$ cat config.mk
export PLATFORM = sky130hd
export DESIGN_NAME = mem_dump_engine_flat
export DESIGN_NICKNAME = d
export VERILOG_FILES = /design/src/rtl/mem_dump_engine_if.sv /design/src/rtl/mem_dump_engine.sv /design/src/flat_wrapper.sv
export SDC_FILE = /design/constraint.sdc
export NUM_CORES = 1
export LEC_CHECK = 0
export BUFFER_PORTS_ARGS = -buffer_cell sky130_fd_sc_hd__buf_2
export CORE_MARGIN = 3
export CORE_UTILIZATION = 40
export CTS_BUF_LIST = sky130_fd_sc_hd__clkbuf_2 sky130_fd_sc_hd__clkbuf_4 sky130_fd_sc_hd__clkbuf_8
export CTS_CLUSTER_SIZE = 14
export DETAILED_ROUTE_END_ITERATION = 6
export GPL_TIMING_DRIVEN = 0
export PLACE_DENSITY = 0.72
export SLEW_MARGIN = 10
export SYNTH_ARGS = -nofsm -noshare
export SYNTH_HDL_FRONTEND = slang
export SYNTH_SLANG_ARGS = --single-unit
$ cat constraint.sdc
create_clock -name clk_25mhz -period 4.6 [get_ports clk_25mhz]
set_input_delay 0.23 -clock clk_25mhz [delete_from_list [all_inputs] [get_ports clk_25mhz]]
set_output_delay 0.23 -clock clk_25mhz [all_outputs]
set_load 0.01 [all_outputs]
$ cat src/rtl/mem_dump_engine_if.sv
// Command, shared read port and output stream of the memory dump engine.
// The slave side is the engine; the master side is the host, memory mux and stream sink.
interface mem_dump_engine_if #(
   parameter int NUM_CH = 3,
   parameter int ADDR_W = 8,
   parameter int DATA_W = 32
);
   localparam int CH_W = $clog2(NUM_CH) + 1;

   logic              start;
   logic              abort;
   logic [NUM_CH-1:0] ch_mask;
   logic              busy;
   logic              done;
   logic              rd_en;
   logic [CH_W-1:0]   rd_ch;
   logic [ADDR_W-1:0] rd_addr;
   logic [DATA_W-1:0] rd_data;
   logic              out_valid;
   logic              out_ready;
   logic [DATA_W-1:0] out_data;
   logic [CH_W-1:0]   out_ch;
   logic [ADDR_W-1:0] out_addr;
   logic              out_last;
   logic [31:0]       out_sum;

   modport slave (
      input  start, abort, ch_mask, rd_data, out_ready,
      output busy, done, rd_en, rd_ch, rd_addr,
      output out_valid, out_data, out_ch, out_addr, out_last, out_sum
   );

   modport master (
      output start, abort, ch_mask, rd_data, out_ready,
      input  busy, done, rd_en, rd_ch, rd_addr,
      input  out_valid, out_data, out_ch, out_addr, out_last, out_sum
   );
endinterface

$ cat src/rtl/mem_dump_engine.sv
// Walks the enabled memory channels through one shared read port and streams
// every word, tagged with channel/address, while accumulating a 32-bit checksum.
module mem_dump_engine #(
   parameter int                        NUM_CH     = 3,
   parameter int                        ADDR_W     = 8,
   parameter int                        DATA_W     = 32,
   parameter int                        RD_LATENCY = 1,
   parameter logic [NUM_CH*ADDR_W-1:0]  CH_LAST    = {8'd63, 8'd255, 8'd255}
) (
   input  logic                 clk_25mhz,
   input  logic                 reset,
   mem_dump_engine_if.slave     bus
);
   localparam int         CH_W       = $clog2(NUM_CH) + 1;
   localparam int         MASK_EXT_W = 2 ** CH_W;
   localparam logic [1:0] LAT_LAST   = 2'(RD_LATENCY - 1);

   typedef enum logic [2:0] {S_IDLE, S_SCAN, S_RD, S_WAIT, S_SEND, S_DONE} state_t;

   state_t            r_state, w_state_next;
   logic [CH_W-1:0]   r_ch, w_ch_next;
   logic [ADDR_W-1:0] r_addr, w_addr_next;
   logic [NUM_CH-1:0] r_mask, w_mask_next;
   logic [31:0]       r_sum, w_sum_next;
   logic [1:0]        r_wait, w_wait_next;
   logic [DATA_W-1:0] r_out_data, w_out_data_next;
   logic [CH_W-1:0]   r_out_ch, w_out_ch_next;
   logic [ADDR_W-1:0] r_out_addr, w_out_addr_next;
   logic              r_out_last, w_out_last_next;

   logic                  w_busy, w_done, w_rd_en, w_out_valid, w_last_ch;
   logic [MASK_EXT_W-1:0] w_mask_ext;
   logic [ADDR_W-1:0]     w_ch_last [MASK_EXT_W];

   // Lookup table padded to a power of two so the channel counter indexes it directly
   genvar gi;
   generate
      for (gi = 0; gi < MASK_EXT_W; gi++) begin : g_last
         if (gi < NUM_CH) begin : g_used
            assign w_ch_last[gi] = CH_LAST[gi*ADDR_W +: ADDR_W];
         end else begin : g_pad
            assign w_ch_last[gi] = '0;
         end
      end
   endgenerate

   assign w_mask_ext = MASK_EXT_W'(r_mask);
   assign w_last_ch  = (r_ch == CH_W'(NUM_CH - 1));

   always_ff @(posedge clk_25mhz) begin
      if (reset) begin
         r_state    <= S_IDLE;
         r_ch       <= '0;
         r_addr     <= '0;
         r_mask     <= '0;
         r_sum      <= '0;
         r_wait     <= '0;
         r_out_data <= '0;
         r_out_ch   <= '0;
         r_out_addr <= '0;
         r_out_last <= 1'b0;
      end else begin
         r_state    <= w_state_next;
         r_ch       <= w_ch_next;
         r_addr     <= w_addr_next;
         r_mask     <= w_mask_next;
         r_sum      <= w_sum_next;
         r_wait     <= w_wait_next;
         r_out_data <= w_out_data_next;
         r_out_ch   <= w_out_ch_next;
         r_out_addr <= w_out_addr_next;
         r_out_last <= w_out_last_next;
      end
   end

   always_comb begin
      w_state_next    = r_state;
      w_ch_next       = r_ch;
      w_addr_next     = r_addr;
      w_mask_next     = r_mask;
      w_sum_next      = r_sum;
      w_wait_next     = r_wait;
      w_out_data_next = r_out_data;
      w_out_ch_next   = r_out_ch;
      w_out_addr_next = r_out_addr;
      w_out_last_next = r_out_last;
      w_busy          = (r_state != S_IDLE);
      w_done          = 1'b0;
      w_rd_en         = 1'b0;
      w_out_valid     = 1'b0;

      case (r_state)
         S_IDLE: begin
            if (bus.start) begin
               w_mask_next  = bus.ch_mask;
               w_sum_next   = '0;
               w_ch_next    = '0;
               w_addr_next  = '0;
               w_state_next = S_SCAN;
            end
         end
         S_SCAN: begin
            if (w_mask_ext[r_ch]) begin
               w_addr_next  = '0;
               w_state_next = S_RD;
            end else if (w_last_ch) begin
               w_state_next = S_DONE;
            end else begin
               w_ch_next = r_ch + CH_W'(1);
            end
         end
         S_RD: begin
            w_rd_en      = 1'b1;
            w_wait_next  = '0;
            w_state_next = S_WAIT;
         end
         S_WAIT: begin
            if (r_wait == LAT_LAST) begin
               w_out_data_next = bus.rd_data;
               w_out_ch_next   = r_ch;
               w_out_addr_next = r_addr;
               w_out_last_next = (r_addr == w_ch_last[r_ch]);
               w_state_next    = S_SEND;
            end else begin
               w_wait_next = r_wait + 2'd1;
            end
         end
         S_SEND: begin
            w_out_valid = 1'b1;
            if (bus.out_ready) begin
               w_sum_next = r_sum + 32'(r_out_data);
               if (r_addr < w_ch_last[r_ch]) begin
                  w_addr_next  = r_addr + ADDR_W'(1);
                  w_state_next = S_RD;
               end else if (w_last_ch) begin
                  w_state_next = S_DONE;
               end else begin
                  w_ch_next    = r_ch + CH_W'(1);
                  w_state_next = S_SCAN;
               end
            end
         end
         S_DONE: begin
            w_done       = 1'b1;
            w_state_next = S_IDLE;
         end
         default: w_state_next = S_IDLE;
      endcase

      // Abort wins over everything and throws away the partial checksum
      if (bus.abort && r_state != S_IDLE) begin
         w_state_next = S_IDLE;
         w_sum_next   = '0;
      end
   end

   assign bus.busy      = w_busy;
   assign bus.done      = w_done;
   assign bus.rd_en     = w_rd_en;
   assign bus.rd_ch     = r_ch;
   assign bus.rd_addr   = r_addr;
   assign bus.out_valid = w_out_valid;
   assign bus.out_data  = r_out_data;
   assign bus.out_ch    = r_out_ch;
   assign bus.out_addr  = r_out_addr;
   assign bus.out_last  = r_out_last;
   assign bus.out_sum   = r_sum;
endmodule

$ cat src/flat_wrapper.sv
// flat-port wrapper written by rule: the top's interface ports become plain ports
module mem_dump_engine_flat 
#(
   parameter int                        NUM_CH     = 3,
   parameter int                        ADDR_W     = 8,
   parameter int                        DATA_W     = 32,
   parameter int                        RD_LATENCY = 1,
   parameter logic [NUM_CH*ADDR_W-1:0]  CH_LAST    = {8'd63, 8'd255, 8'd255}
)
  (clk_25mhz, reset, bus_start, bus_abort, bus_ch_mask, bus_rd_data, bus_out_ready, bus_busy, bus_done, bus_rd_en, bus_rd_ch, bus_rd_addr, bus_out_valid, bus_out_data, bus_out_ch, bus_out_addr, bus_out_last, bus_out_sum);
  mem_dump_engine_if #(.NUM_CH(NUM_CH), .ADDR_W(ADDR_W), .DATA_W(DATA_W)) bus_i ();
  input  logic clk_25mhz;
  input  logic reset;
  input wire logic [$bits(bus_i.start)-1:0] bus_start;
  input wire logic [$bits(bus_i.abort)-1:0] bus_abort;
  input wire logic [$bits(bus_i.ch_mask)-1:0] bus_ch_mask;
  input wire logic [$bits(bus_i.rd_data)-1:0] bus_rd_data;
  input wire logic [$bits(bus_i.out_ready)-1:0] bus_out_ready;
  output wire logic [$bits(bus_i.busy)-1:0] bus_busy;
  output wire logic [$bits(bus_i.done)-1:0] bus_done;
  output wire logic [$bits(bus_i.rd_en)-1:0] bus_rd_en;
  output wire logic [$bits(bus_i.rd_ch)-1:0] bus_rd_ch;
  output wire logic [$bits(bus_i.rd_addr)-1:0] bus_rd_addr;
  output wire logic [$bits(bus_i.out_valid)-1:0] bus_out_valid;
  output wire logic [$bits(bus_i.out_data)-1:0] bus_out_data;
  output wire logic [$bits(bus_i.out_ch)-1:0] bus_out_ch;
  output wire logic [$bits(bus_i.out_addr)-1:0] bus_out_addr;
  output wire logic [$bits(bus_i.out_last)-1:0] bus_out_last;
  output wire logic [$bits(bus_i.out_sum)-1:0] bus_out_sum;
  assign bus_i.start = bus_start;
  assign bus_i.abort = bus_abort;
  assign bus_i.ch_mask = bus_ch_mask;
  assign bus_i.rd_data = bus_rd_data;
  assign bus_i.out_ready = bus_out_ready;
  assign bus_busy = bus_i.busy;
  assign bus_done = bus_i.done;
  assign bus_rd_en = bus_i.rd_en;
  assign bus_rd_ch = bus_i.rd_ch;
  assign bus_rd_addr = bus_i.rd_addr;
  assign bus_out_valid = bus_i.out_valid;
  assign bus_out_data = bus_i.out_data;
  assign bus_out_ch = bus_i.out_ch;
  assign bus_out_addr = bus_i.out_addr;
  assign bus_out_last = bus_i.out_last;
  assign bus_out_sum = bus_i.out_sum;
  mem_dump_engine #(.NUM_CH(NUM_CH), .ADDR_W(ADDR_W), .DATA_W(DATA_W), .RD_LATENCY(RD_LATENCY), .CH_LAST(CH_LAST)) u_core (.clk_25mhz(clk_25mhz), .reset(reset), .bus(bus_i));
endmodule
# [Word level (Yosys, flattened, before mapping)]
# Memory sizes are Yosys's and may differ from the RTL's.
# Index checks and enable logic that the tools add are counted.
# W data, S select, Z words.
[classes] n_addsub=4 n_mul=0 div=0 magnitude_cmp=3 n_eq_ne=16 shift=0 n_mux=31 n_bitwise=1 n_reduce_logical=15
[op_table] op="$mux W32" n=2
[op_table] op="$pmux W32 S2" n=1
[op_table] op="$mux W8" n=6
[op_table] op="$mux W3" n=12
[op_table] op="$add A32 B32 Y32" n=1
[op_table] op="$pmux W8 S3" n=1
[op_table] op="$pmux W3 S5" n=1
[op_table] op="$ne A2 B2 Y1 const B" n=5
[op_table] op="$reduce_and A5 Y1" n=2
[op_table] op="$eq A3 B2 Y1 const B" n=3
[op_table] op="$pmux W3 S3" n=1
[op_table] op="$add A8 B1 Y8 const B" n=1
[op_table] op="$eq A8 B8 Y1" n=1
[op_table] op="$lt A8 B8 Y1" n=1
[op_table] op="$eq A3 B3 Y1 const B" n=2
[op_table] op="$ne A2 B1 Y1 const B" n=3
[op_table] op="$reduce_and A2 Y1" n=3
[op_table] op="$reduce_bool A3 Y1" n=2
[op_table] op="$ge A4 B4 Y1 const B" n=1
[op_table] op="$lt A3 B4 Y1 const B" n=1
[op_table] op="$mux W1" n=4
[op_table] op="$not A3 Y4" n=1
[op_table] op="$pmux W2 S2" n=1
[op_table] op="$reduce_and A4 Y1" n=1
[op_table] op="12 further kinds" n=13
[totals] regBits=95 latch_bits=0 ramBits=0 mem_bits_ro=64 out_inout_bits=91 memories=1
[memory_table] memory="(no name shown)" depth=8 word_bits=8 read_ports=1 rd_clocked_by_memory_dff=0 write_ports=0 line_no="mem_dump_engine.sv:122" text="w_out_last_next = (r_addr == w_ch_last[r_ch]);"

# [Depth between registers and ports, before layout]
[depth] depth_word=8 ltp_mapped=14 depth_no_buf=13

# [Worst setup path after synthesis]
# Ideal clock, no wire load.
[synth_timing] path_type="register -> register" startpoint="reg u_core.r_ch[0] (netlist: u_core.bus.rd_ch[0])" endpoint="reg u_core.r_addr[3] (netlist: u_core.bus.rd_addr[3])" arrival_time_ps=2407 t_required_ps=4468 path_slack_ps=2061 stages_incl_launch_ff=14 n_path_buf=1 path_cell_list="dfxtp_1 ha_1 inv_1 ha_1 inv_1 ha_1 a21o_1 a21o_1 a21oi_1 o21a_1 buf_1 a21oi_1 o21ai_0 a21oi_1"
[synth_between] elab_chain_len=7
[synth_lines] item="start, declared" line_no="mem_dump_engine.sv:21" text="logic [CH_W-1:0] r_ch, w_ch_next;"
[synth_lines] item="start signal, assigned" line_no="mem_dump_engine.sv:64" text="r_ch <= w_ch_next;"
[synth_lines] item="$not A3 Y4 (not written as such)" line_no="mem_dump_engine.sv:132" text="if (r_addr < w_ch_last[r_ch]) begin"
[synth_lines] item="$mem_v2 Z8 W8"
[synth_lines] item="$mux W8 (2 in series)"
[synth_lines] item="$lt A8 B8 Y1" line_no="mem_dump_engine.sv:132"
[synth_lines] item="$ne A2 B1 Y1 (no line)"
[synth_lines] item="$reduce_and A5 Y1 (no line) (*)"
[synth_lines] item="end signal, assigned" line_no="mem_dump_engine.sv:65" text="r_addr <= w_addr_next;"
[synth_lines] item="end, declared" line_no="mem_dump_engine.sv:22" text="logic [ADDR_W-1:0] r_addr, w_addr_next;"
# Mark *: on every way between the ends. The rest lies on a longest branch, timed or not. The select of a mux whose other input is x is not followed.
# A chain may end at the register's enable or synchronous reset.

# [Final worst setup path]
[layout_timing] startpoint="reg u_core.r_out_data[0] (netlist: u_core.bus.out_data[0])" endpoint="reg u_core.r_sum[30] (netlist: u_core.bus.out_sum[30])"
[layout_between] elab_chain_len=3
[layout_lines] item="start, declared" line_no="mem_dump_engine.sv:26" text="logic [DATA_W-1:0] r_out_data, w_out_data_next;"
[layout_lines] item="start signal, assigned" line_no="mem_dump_engine.sv:69" text="r_out_data <= w_out_data_next;"
[layout_lines] item="$add A32 B32 Y32" line_no="mem_dump_engine.sv:131" text="w_sum_next = r_sum + 32'(r_out_data);"
[layout_lines] item="$mux W32" line_no="mem_dump_engine.sv:130" text="if (bus.out_ready) begin"
[layout_lines] item="$pmux W32 S2" line_no="mem_dump_engine.sv:92" text="case (r_state)"
[layout_lines] item="end signal, assigned" line_no="mem_dump_engine.sv:67" text="r_sum <= w_sum_next;"
[layout_lines] item="end, declared" line_no="mem_dump_engine.sv:24" text="logic [31:0] r_sum, w_sum_next;"
# Every way passes these cells. The select of a mux whose other input is x is not followed.

==> out/summary.txt <==
Worst VDD drop = 227 µV
Largest net degree at the start of global routing = 14
Remaining antenna violation count = 0
Max frequency = 333 MHz
TritonCTS clock tree = yes
PnR worst setup slack = 1.59 ns
HPWL Detailed = 12000 µm
Average size of a mapped cell = 7.75 µm²
Leak Pwr = 3.04 nW
Tot GR Track Use = 20.7%
Tcrit/Tclk final = 65.4%
Clk root buf = clkbuf_8
Global-route wire length before repair = 25000 µm
Wire per inst = 15.2 µm
Number of synthesized flops with an enable pin = 0
DRT iter0 DRCs = 307
Port buffer count = 129
Routed WL = 15900 µm
TritonRoute pass-1 iters = 5
Worst Setup Path Type = flop to flop
Worst-case hold path end point = u_core.bus.out_data[7]
Worst slack at placement = 1.62 ns
Initial Utilization = 41.5%
Synth Instances = 721
Post-synth top cells = 152 x nand2_1, 98 x a21oi_1, 95 x dfxtp_1
Routability cong. = 0.936
# rows = 42
Post-Route Skew = 0.0146 ns
N_diodes = 0
CP Max Fanout = 4
Setup violators final = 0
Leading area contributor after synthesis = dfxtp_1
Post-synth top area share = 34.0%
CP cell instances = ha_1, fa_1, a21oi_1, o211ai_1, a211oi_1, o32ai_2, a22o_1, a21oi_1, xor2_1, o21ai_0
# nets final = 946
Post-synthesis net count = 806
Setup TNS Final = 0 ns
IO Count = 131
Core area = 0.0135 mm²
Die X = 124 µm
Most instantiated library cell after synthesis = nand2_1
Area contributors post-synth = dfxtp_1 34%, nand2_1 10%, ha_1 9.9%, a21oi_1 8.8%, o21ai_0 3.6%
CP dominant cell by count = a21oi_1
Postcts setup bufs = 0
Vias = 5527
Endpoints failing hold = 0
Cts hold-fix bufs = 0
Max Cap Viol = 0
Post-cts sizing count = 0
Arrival @ worst endpoint = 3.25 ns
Worst slew pin tran = 0.631 ns
Cell depth of the worst flop-to-flop path = 10
Initial antenna violation count = 0
Slowest cell on crit path = a211oi_1
Worst EP required = 4.85 ns
Worst r2r src = u_core.bus.out_data[0]
Startpoint types = flop
Synth warnings = 0
Clk Latency, worst-skew pair = 0.37 ns
Post-synth top flop = dfxtp_1
Reg2Reg Setup Slack = 1.59 ns
Sink Count = 95
Grt total ovfl = 0
Async S/R FF share, synth = 0%
Slowest stage delay, CP = 0.57 ns
Outcome = finished clean
Vias in the first global route = 5053
Area grow syn2layout = 18.9%
Slew Limit Fails = 0
# DRC = 0
Distinct cell type count after synthesis = 68
Tmin final = 3.01 ns
Hold WC Path Type = primary input to flop
RSZ-0062 raised after global routing = no
Hold path depth = 3
Clk slew on worst S/H paths = 0.09 ns
Ratio of cells with drive above 1 in the final layout = 20.1%
Max-slew headroom = 56.8%
Post-Syn Area = 0.00559 mm²
Hold Path Origin = bus_rd_data[7]
PD cells = 271 mW/mm²
Clock buffer depth = 2
Synthesis-stage register bit count = 95
Sequential area share after synthesis = 34.0%
H-tree depth = 3
DR vias/cell = 5.31
Reg-to-Reg End = u_core.bus.out_sum[30]
Num CTS Buffers = 9
Die area = 0.0154 mm²
Worst Setup End Kind = flop
Die height = 124 µm
## worst max path at each step
stage | end | startpoint
finish | u_core.bus.out_sum[30] | u_core.bus.out_data[0]
global route | u_core.bus.rd_addr[3] | u_core.bus.rd_ch[0]
CTS | u_core.bus.out_sum[30] | u_core.bus.out_data[0]
detailed placement | u_core.bus.out_sum[30] | u_core.bus.out_data[0]
global placement | u_core.bus.out_sum[30] | u_core.bus.out_data[0]
floorplan | u_core.bus.rd_addr[3] | u_core.bus.rd_ch[0]
## metrics by stage
stage	std cells	hold WS (ns)	power [mW]	cell area, µm²	util, %
floorplan	721	0.366	1.15	5590	-
global placement	1026	0.441	1.27	6450	48.0
detailed placement	1026	0.447	1.28	6450	48.0
CTS	1041	0.0534	1.82	6640	49.4
global route	1041	0.0552	1.91	6640	49.4
finish	1041	0.0794	1.80	6640	49.4
## final cells by class
class | instances | area (µm²)
sequential | 95 | 1900
fill | 1424 | 6810
timing repair buffer | 129 | 646
multi-input combinational | 572 | 3440
clock buffer | 15 | 188
buffer | 33 | 165
tap | 176 | 220
inverter | 21 | 78.8
## state kept, by name, indices dropped and copies added (netlist names)
name and cells:
u_core.r_wait 2, u_core.bus.out_sum 32, u_core.bus.rd_ch 3, u_core.r_state 3
u_core.bus.out_last 1, u_core.bus.out_ch 3, u_core.bus.rd_addr 8, u_core.bus.out_data 32
u_core.r_mask 3, u_core.bus.out_addr 8
## routing by layer
metal	share of wire (%)	global-route usage, %
met3	6.4	5.27
met1	46	27.5
met2	46	33.6
met5	0	0
met4	1.2	5.34
## cell families (layout without fill, tap and decap cells)
family,count (synthesis),count (layout),share of synthesized area [%]
adders and majority gates,45,45,10.2
DFF,95,95,34.0
AOI/OAI and AO/OA,211,211,22.9
muxes,11,11,2.02
xor gates and xnor gates,24,24,3.76
buffers and inverters,54,198,4.37
and+or+nand+nor,281,281,22.7
## where the power goes
part | internal (mW) | total (mW) | switching, mW | leakage, nW
Clock | 0.257 | 0.542 | 0.284 | 0.100
Combinational | 0.134 | 0.391 | 0.257 | 2.17
Sequential | 0.843 | 0.868 | 0.0246 | 0.766
Total | 1.24 | 1.80 | 0.566 | 3.04
## worst max-delay path, delay by kind of cell (launching register included)
family | cells | cell delay (ns)
flip-flops | 1 | 0.36
AO/OA/AOI/OAI | 7 | 1.76
adder cells (fa/ha/maj) | 2 | 0.63
XOR/XNOR | 1 | 0.15
## layout by cell type, fill, tap and decap left out, types with 4 or more instances in the layout
| cell type | instances |
|---|---|
| inv_1 | 21 |
| nor2_1 | 49 |
| a211oi_1 | 5 |
| o21ai_0 | 40 |
| nand2b_1 | 6 |
| and3_1 | 8 |
| ha_1 | 44 |
| nor3_1 | 9 |
| or2_2 | 5 |
| nor2b_1 | 9 |
| a31oi_1 | 6 |
| nand2_1 | 152 |
| xor2_1 | 8 |
| dfxtp_1 | 95 |
| a21o_1 | 9 |
| a21oi_1 | 98 |
| clkbuf_1 | 23 |
| a22oi_1 | 13 |
| clkbuf_8 | 13 |
| o211ai_1 | 4 |
| o21a_1 | 6 |
| mux2i_1 | 9 |
| buf_2 | 133 |
| xnor2_1 | 16 |
| nand4_1 | 6 |
| nand3_1 | 14 |
(Power assumes the default switching activity.)
